--- config.mk ---
export PLATFORM = sky130hd
export DESIGN_NAME = mem_stage_hs
export DESIGN_NICKNAME = d
export VERILOG_FILES = /design/src/rtl/mem_stage_hs_pkg.sv /design/src/rtl/mem_stage_hs_load_align.sv /design/src/rtl/mem_stage_hs.sv
export SDC_FILE = /design/constraint.sdc
export NUM_CORES = 1
export LEC_CHECK = 0
export CORE_ASPECT_RATIO = 1.2
export CORE_MARGIN = 2
export CORE_UTILIZATION = 35
export CTS_CLUSTER_DIAMETER = 50
export DETAILED_ROUTE_END_ITERATION = 10
export PLACE_DENSITY = 0.7
export SYNTH_ARGS = -nofsm -noshare
export SYNTH_HDL_FRONTEND = slang
export SYNTH_HIERARCHICAL = 1
export SYNTH_SLANG_ARGS = --single-unit
--- constraint.sdc ---
create_clock -name clk -period 2.3 [get_ports clk]
set_clock_uncertainty 0.15 [all_clocks]
set_input_delay 0.46 -clock clk [delete_from_list [all_inputs] [get_ports clk]]
set_output_delay 0.46 -clock clk [all_outputs]
set_load 0.01 [all_outputs]
--- src/rtl/mem_stage_hs_pkg.sv ---
// Shared definitions for the memory stage: op encodings, FSM states and
// the op decode helpers used by the stage and its load aligner.
package mem_stage_hs_pkg;

  typedef enum logic [3:0] {
    OP_NONE = 4'd0,
    OP_LB   = 4'd1,
    OP_LBU  = 4'd2,
    OP_LH   = 4'd3,
    OP_LHU  = 4'd4,
    OP_LW   = 4'd5,
    OP_SB   = 4'd6,
    OP_SH   = 4'd7,
    OP_SW   = 4'd8
  } mem_op_e;

  typedef enum logic [1:0] {
    S_IDLE  = 2'd0,
    S_REQ   = 2'd1,
    S_RWAIT = 2'd2,
    S_HOLD  = 2'd3
  } state_e;

  // Unknown encodings collapse to NONE so they pass through without RAM traffic.
  function automatic mem_op_e decode_op(input logic [3:0] raw);
    mem_op_e op;
    case (raw)
      4'd1:    op = OP_LB;
      4'd2:    op = OP_LBU;
      4'd3:    op = OP_LH;
      4'd4:    op = OP_LHU;
      4'd5:    op = OP_LW;
      4'd6:    op = OP_SB;
      4'd7:    op = OP_SH;
      4'd8:    op = OP_SW;
      default: op = OP_NONE;
    endcase
    return op;
  endfunction

  function automatic logic is_store(input mem_op_e op);
    return (op == OP_SB) || (op == OP_SH) || (op == OP_SW);
  endfunction

endpackage

--- src/rtl/mem_stage_hs_load_align.sv ---
// Picks the addressed byte/half/word out of a RAM read word and extends it
// to the full data width.
module load_align
  import mem_stage_hs_pkg::*;
#(
  parameter int DATA_W = 32,
  parameter int OFF_W  = $clog2(DATA_W / 8)
) (
  input  logic [DATA_W-1:0] rdata_i,
  input  logic [OFF_W-1:0]  off_i,
  input  mem_op_e           op_i,
  output logic [DATA_W-1:0] data_o
);

  logic [DATA_W-1:0] sh_s;

  assign sh_s = rdata_i >> {off_i, 3'b000};

  always_comb begin
    data_o = '0;
    case (op_i)
      OP_LB:   data_o = DATA_W'($signed(sh_s[7:0]));
      OP_LBU:  data_o = DATA_W'(sh_s[7:0]);
      OP_LH:   data_o = DATA_W'($signed(sh_s[15:0]));
      OP_LHU:  data_o = DATA_W'(sh_s[15:0]);
      OP_LW:   data_o = DATA_W'($signed(sh_s[31:0]));
      default: data_o = '0;
    endcase
  end

endmodule

--- src/rtl/mem_stage_hs.sv ---
// Pipeline memory stage: valid/ready handshake on both sides and a single
// outstanding request to the data RAM.
module mem_stage_hs
  import mem_stage_hs_pkg::*;
#(
  parameter int DATA_W = 32,
  parameter int ADDR_W = 32,
  parameter int RD_W   = 5
) (
  input  logic                clk,
  input  logic                rst_n,
  input  logic                in_valid,
  output logic                in_ready,
  input  logic [ADDR_W-1:0]   in_alu_res,
  input  logic [DATA_W-1:0]   in_rt_data,
  input  logic [3:0]          in_mem_op,
  input  logic [RD_W-1:0]     in_rd,
  input  logic                in_w_reg_ena,
  input  logic                in_wb_sel,
  output logic                out_valid,
  input  logic                out_ready,
  output logic [DATA_W-1:0]   out_mem_data,
  output logic [ADDR_W-1:0]   out_alu_res,
  output logic [RD_W-1:0]     out_rd,
  output logic                out_w_reg_ena,
  output logic                out_wb_sel,
  output logic                out_addr_err,
  output logic                ram_req,
  output logic                ram_we,
  output logic [DATA_W/8-1:0] ram_be,
  output logic [ADDR_W-1:0]   ram_addr,
  output logic [DATA_W-1:0]   ram_wdata,
  input  logic                ram_gnt,
  input  logic                ram_rvalid,
  input  logic [DATA_W-1:0]   ram_rdata
);

  localparam int BE_W  = DATA_W / 8;
  localparam int OFF_W = $clog2(BE_W);

  state_e              state_q;
  mem_op_e             op_q;
  logic [OFF_W-1:0]    off_q;
  logic                out_valid_q, out_w_reg_ena_q, out_wb_sel_q, out_addr_err_q;
  logic [DATA_W-1:0]   out_mem_data_q;
  logic [ADDR_W-1:0]   out_alu_res_q;
  logic [RD_W-1:0]     out_rd_q;
  logic                ram_req_q, ram_we_q;
  logic [BE_W-1:0]     ram_be_q;
  logic [ADDR_W-1:0]   ram_addr_q;
  logic [DATA_W-1:0]   ram_wdata_q;

  mem_op_e             op_s;
  logic [OFF_W-1:0]    off_s;
  logic                misal_s;
  logic                accept_s;
  logic [BE_W-1:0]     be_d;
  logic [DATA_W-1:0]   wdata_d;
  logic [DATA_W-1:0]   load_data_s;

  // A finished result may be replaced in the same cycle it is consumed.
  assign in_ready = (state_q == S_IDLE) && (!out_valid_q || out_ready);
  assign accept_s = in_valid && in_ready;

  always_comb begin
    op_s    = decode_op(in_mem_op);
    off_s   = in_alu_res[OFF_W-1:0];
    misal_s = 1'b0;
    be_d    = '0;
    wdata_d = '0;
    case (op_s)
      OP_LB, OP_LBU, OP_SB: begin
        be_d    = BE_W'(1'b1) << off_s;
        wdata_d = {BE_W{in_rt_data[7:0]}};
      end
      OP_LH, OP_LHU, OP_SH: begin
        misal_s = in_alu_res[0];
        be_d    = BE_W'(2'b11) << off_s;
        wdata_d = {(DATA_W/16){in_rt_data[15:0]}};
      end
      OP_LW, OP_SW: begin
        misal_s = (in_alu_res[1:0] != 2'b00);
        be_d    = BE_W'(4'hF) << off_s;
        wdata_d = {(DATA_W/32){in_rt_data[31:0]}};
      end
      default: be_d = '0;
    endcase
  end

  load_align #(.DATA_W(DATA_W), .OFF_W(OFF_W)) u_load_align (
    .rdata_i (ram_rdata),
    .off_i   (off_q),
    .op_i    (op_q),
    .data_o  (load_data_s)
  );

  always_ff @(posedge clk or negedge rst_n) begin
    if (!rst_n) begin
      state_q         <= S_IDLE;
      op_q            <= OP_NONE;
      off_q           <= '0;
      out_valid_q     <= 1'b0;
      out_w_reg_ena_q <= 1'b0;
      out_wb_sel_q    <= 1'b0;
      out_addr_err_q  <= 1'b0;
      out_mem_data_q  <= '0;
      out_alu_res_q   <= '0;
      out_rd_q        <= '0;
      ram_req_q       <= 1'b0;
      ram_we_q        <= 1'b0;
      ram_be_q        <= '0;
      ram_addr_q      <= '0;
      ram_wdata_q     <= '0;
    end else begin
      case (state_q)
        S_IDLE: begin
          if (accept_s) begin
            op_q           <= op_s;
            off_q          <= off_s;
            out_alu_res_q  <= in_alu_res;
            out_rd_q       <= in_rd;
            out_wb_sel_q   <= in_wb_sel;
            out_mem_data_q <= '0;
            if (op_s == OP_NONE) begin
              out_valid_q     <= 1'b1;
              out_addr_err_q  <= 1'b0;
              out_w_reg_ena_q <= in_w_reg_ena;
            end else if (misal_s) begin
              // Misaligned accesses never reach the RAM and must not write back.
              out_valid_q     <= 1'b1;
              out_addr_err_q  <= 1'b1;
              out_w_reg_ena_q <= 1'b0;
            end else begin
              out_valid_q     <= 1'b0;
              out_addr_err_q  <= 1'b0;
              out_w_reg_ena_q <= in_w_reg_ena;
              ram_req_q       <= 1'b1;
              ram_we_q        <= is_store(op_s);
              ram_be_q        <= be_d;
              ram_addr_q      <= {in_alu_res[ADDR_W-1:OFF_W], {OFF_W{1'b0}}};
              ram_wdata_q     <= wdata_d;
              state_q         <= S_REQ;
            end
          end else if (out_ready) begin
            out_valid_q <= 1'b0;
          end else begin
            out_valid_q <= out_valid_q;
          end
        end
        S_REQ: begin
          if (ram_gnt) begin
            ram_req_q <= 1'b0;
            ram_we_q  <= 1'b0;
            if (is_store(op_q)) begin
              out_valid_q <= 1'b1;
              state_q     <= S_HOLD;
            end else begin
              state_q <= S_RWAIT;
            end
          end else begin
            state_q <= S_REQ;
          end
        end
        S_RWAIT: begin
          if (ram_rvalid) begin
            out_mem_data_q <= load_data_s;
            out_valid_q    <= 1'b1;
            state_q        <= S_HOLD;
          end else begin
            state_q <= S_RWAIT;
          end
        end
        S_HOLD: begin
          if (out_ready) begin
            out_valid_q <= 1'b0;
            state_q     <= S_IDLE;
          end else begin
            state_q <= S_HOLD;
          end
        end
        default: state_q <= S_IDLE;
      endcase
    end
  end

  assign out_valid     = out_valid_q;
  assign out_mem_data  = out_mem_data_q;
  assign out_alu_res   = out_alu_res_q;
  assign out_rd        = out_rd_q;
  assign out_w_reg_ena = out_w_reg_ena_q;
  assign out_wb_sel    = out_wb_sel_q;
  assign out_addr_err  = out_addr_err_q;
  assign ram_req       = ram_req_q;
  assign ram_we        = ram_we_q;
  assign ram_be        = ram_be_q;
  assign ram_addr      = ram_addr_q;
  assign ram_wdata     = ram_wdata_q;

endmodule
==> run summary <==
Clock insertion delay at the later pin of the skew report: 0.43 ns. Cells with a size suffix above 1 make up 17.0% of the layout. Once detail routing completed, the nets flagged for antenna violations numbered 0. The primary flip-flop cell chosen by synthesis mapping was sky130_fd_sc_hd__dfrtp_1. The worst setup path is captured at an output pin.

The multi-input combinational cell area was 3520 um2; the H-tree depth was 4. In this run the tightest slew margin relative to its limit is 28.4%. The library cells used most frequently in the layout, excluding fill and tap cells, are sky130_fd_sc_hd__clkdlybuf4s50_1, sky130_fd_sc_hd__nand2_1, sky130_fd_sc_hd__dfrtp_1. The analysis attributes to cell leakage a power of 5.13 nW. The die extent in x is 139 um. TritonCTS built the clock tree.

The maximum number of pins on one net before global-route repair is 61, and the DRC marker count from the first detailed-route iteration is 304. In this run the mean area of a mapped cell was 10.7 um2. Data on the critical path is required at its endpoint by 1.69 ns. Worst path arrival time: 1.63 ns. The cell area that synthesis handed to floorplanning was 7690 um2. Post-route fraction of the period consumed by the critical path: 97.4%. Dividing the detail-routed via count by the number of cells gives 4.97.

After legalization and detailed placement, the total HPWL measured 16.8 mm. The first global-routing pass estimated 36.1 mm of wire. For this configuration, the core starts out at a cell density of 35.6%. The clock passes through at most 2 buffers. The average wire per cell in the routed design came out at 17.9 um. The min-delay analysis places its worst path in the category reg -> reg. In the routed design, unresolved DRC markers number 0.

The first TritonRoute pass finished after 5 iterations. The final hold violation count was 0; the switching power summed over all nets was 4.92 mW. The count of mapped cells out of synthesis came out at 716.

During synthesis, Yosys emitted a total of 6 warnings. CTS saw 147 sinks. The number of enable flip-flop cells after synthesis came out at 0. The share of total power dissipated in the clock network is 21.1%.

The routed layout has 6,412 vias. The final layout contains routed wiring with a total length of 23.1 mm. For the fill cell total of the finished layout, the log shows 1,931.

The floorplan step set the die height to 166 um. The switching portion of total power was 36.0%. The floorplan die area was 23,200 um2.

Area of the placeable core: 21,600 um2. The tools report the total internal power as 8.77 mW. For the logic gate share of total power, the log shows 47.5%. The total of buffers placed on input and output ports is 254, and the portion of total power attributed to sequential cells is 31.5%. The flow ran to the end, and the final reports show no timing, DRC or antenna violations. The total overflow left after global routing is 0. In this run the core area contains 59 standard-cell rows. Cell chosen for the clock root: sky130_fd_sc_hd__clkbuf_16.

The area growth from synthesis to layout works out to 49.6%. Max-cap violations in this run came to 0. The setup slack of the critical path after layout is 0.0588 ns, and the number of antenna violations at the first check in global routing is 0.

Number of nets in the layout: 1,120. The number of buffers inserted during clock tree synthesis is 17. Clock-pin slew was measured on the worst setup and hold paths at 0.07 ns. On the final layout, the worst hold slack is 0.324 ns. Setup violations remaining at the end of the flow were counted as 0. The power density over cell area was 1190 nW/um2; the top achievable clock speed was 446 MHz. The share of the Yosys chip area taken by registers is 47.8%. 0 antenna diodes ended up in the layout.

The global-route usage over all layers is 19.7%. At the end of routability-driven placement, the weighted congestion stood at 0.833. Setup repair after global routing left no endpoint under its margin. Number of global-route vias before repair: 6,568.

During I/O placement, the number of pins put on the boundary was 257. The worst supply voltage drop on vdd came out at 0.615 mV. The startpoint kind of the worst setup timing path is a flip-flop. The count of pins over their slew limit was 0.

The category of the critical setup timing path was reg -> out. For this run, asynchronously set or reset flops after synthesis account for 100%. The number of synthesized register bits was 147; the final-layout setup total negative slack was 0 ns. For the number of distinct standard cells referenced by the synthesized netlist, the log shows 63.

Before CTS, the worst setup slack after placement is -0.417 ns. Subtracting the final worst setup slack from the clock period gives 2.24 ns. The commonest non-fill, non-tap cell in the layout is sky130_fd_sc_hd__clkdlybuf4s50_1.

Summing all flip-flop and latch instances after layout gives 3680 um2. The largest fanout on the critical path was 27. The measured slew at the worst slew-check pin works out to 1.07 ns.
[power groups by stage]
stage	registers [mW]	logic, mW	clock network [mW]
6_report	4.31	6.50	2.89
5_1_grt	4.46	7.02	3.05
4_1_cts	4.32	6.55	2.97
3_5_place_dp	4.31	6.51	0
3_3_place_gp	4.31	6.40	0
2_1_floorplan	4.69	2.87	0
[area by class of cell]
type | instances | area share, %
Inverter | 59 | 1.92
Tap cell | 274 | 2.98
Clock buffer | 17 | 3.70
Timing Repair Buffer | 316 | 27.2
Clock inverter | 15 | 1.62
Multi-Input combinational cell | 461 | 30.6
Sequential cell | 147 | 32.0
[sequential cells by signal, summed over array words and instances (netlist names)]
register / count
ram_we: 1
ram_req: 1
out_alu_res: 31
ram_wdata: 32
ram_be: 4
op_q: 4
out_wb_sel: 1
out_addr_err: 1
out_w_reg_ena: 1
off_q: 1
state_q: 2
out_rd: 5
out_valid: 1
out_mem_data: 32
ram_addr: 30
[cell families after synthesis]
family / after synthesis / share of synthesized area [%]
AOI/OAI and AO/OA: 124 / 12.4
buffers and inverters: 110 / 7.35
muxes: 121 / 18.6
DFF: 147 / 47.8
and+or+nand+nor: 208 / 13.0
adders and majority gates: 5 / 0.813
other: 1 / 0.0487
[critical path: stages, from the launching register on]
cell	delay, ns
sky130_fd_sc_hd__dfrtp_1	0.38
sky130_fd_sc_hd__buf_6	0.25
sky130_fd_sc_hd__clkdlybuf4s50_1	0.58
[stage by stage]
step / area, um2 / power (mW) / util (%) / std cells
2_1_floorplan: 7700 / 7.56 / - / 717
3_3_place_gp: 10800 / 10.7 / 50.1 / 1255
3_5_place_dp: 10800 / 10.8 / 50.1 / 1255
4_1_cts: 11500 / 13.8 / 53.1 / 1288
5_1_grt: 11500 / 14.5 / 53.2 / 1289
6_report: 11500 / 13.7 / 53.2 / 1289
[per-layer routing]
layer  vias up  track usage, %  wire (um)  share of wire, %
met5         -               0          0                 0
met4         0            6.59        507               2.2
met3        34            5.38       1690               7.3
met2       247            33.2      11400                50
met1      3072            24.3       9440                41
li1       3059               -          -                 -
[synth_stat cells, drive strengths merged, types with 2 or more instances]
cell | count | share of area, %
mux2 | 52 | 9.3
a2bb2oi | 6 | 0.68
o211ai | 11 | 1.1
ha | 5 | 0.81
o221ai | 11 | 1.3
nand3 | 3 | 0.20
nand2b | 4 | 0.33
buf | 32 | 3.5
a22o | 16 | 1.8
or4b | 4 | 0.57
nor2b | 12 | 0.98
nand2 | 159 | 7.8
dfrtp | 147 | 48
a21boi | 3 | 0.29
a21o | 4 | 0.39
mux2i | 68 | 9.0
a31oi | 2 | 0.16
o31ai | 4 | 0.63
nor3b | 2 | 0.41
o21ai | 28 | 1.9
a211oi | 16 | 1.6
and3 | 2 | 0.16
a222oi | 8 | 1.0
a21oi | 10 | 0.85
nand3b | 4 | 0.55
inv | 59 | 2.9
clkbuf | 19 | 0.93
nand4b | 7 | 0.80
[worst paths after layout]
| check | from | to | slack (ns) | depth (start not counted) |
|---|---|---|---|---|
| setup / recovery | out_alu_res[1]$_DFFE_PN0P_ | out_alu_res[1] | 0.06 | 2 |
| hold / removal | out_alu_res[8]$_DFFE_PN0P_ | out_alu_res[8]$_DFFE_PN0P_ | 0.32 | 2 |
| setup reg to reg | op_q[1]$_DFFE_PN0P_ | out_mem_data[0]$_DFFE_PN0P_ | 0.27 | 4 |
| hold reg to reg | out_alu_res[8]$_DFFE_PN0P_ | out_alu_res[8]$_DFFE_PN0P_ | 0.32 | 2 |
| max in group asynchronous | rst_n | out_mem_data[10]$_DFFE_PN0P_ | 0.92 | 3 |
| min in group asynchronous | rst_n | out_mem_data[18]$_DFFE_PN0P_ | 0.43 | 2 |
[timing repair]
item,CTS,global route
pin swaps,0,3
gates cloned,0,1
hold buffers,1,0
endpoints found under the hold margin,54,0
gates resized for setup,7,5
buffers inserted,0,0
endpoints found under the setup margin,2,45
Note: power is estimated with default switching activity, not from simulation.
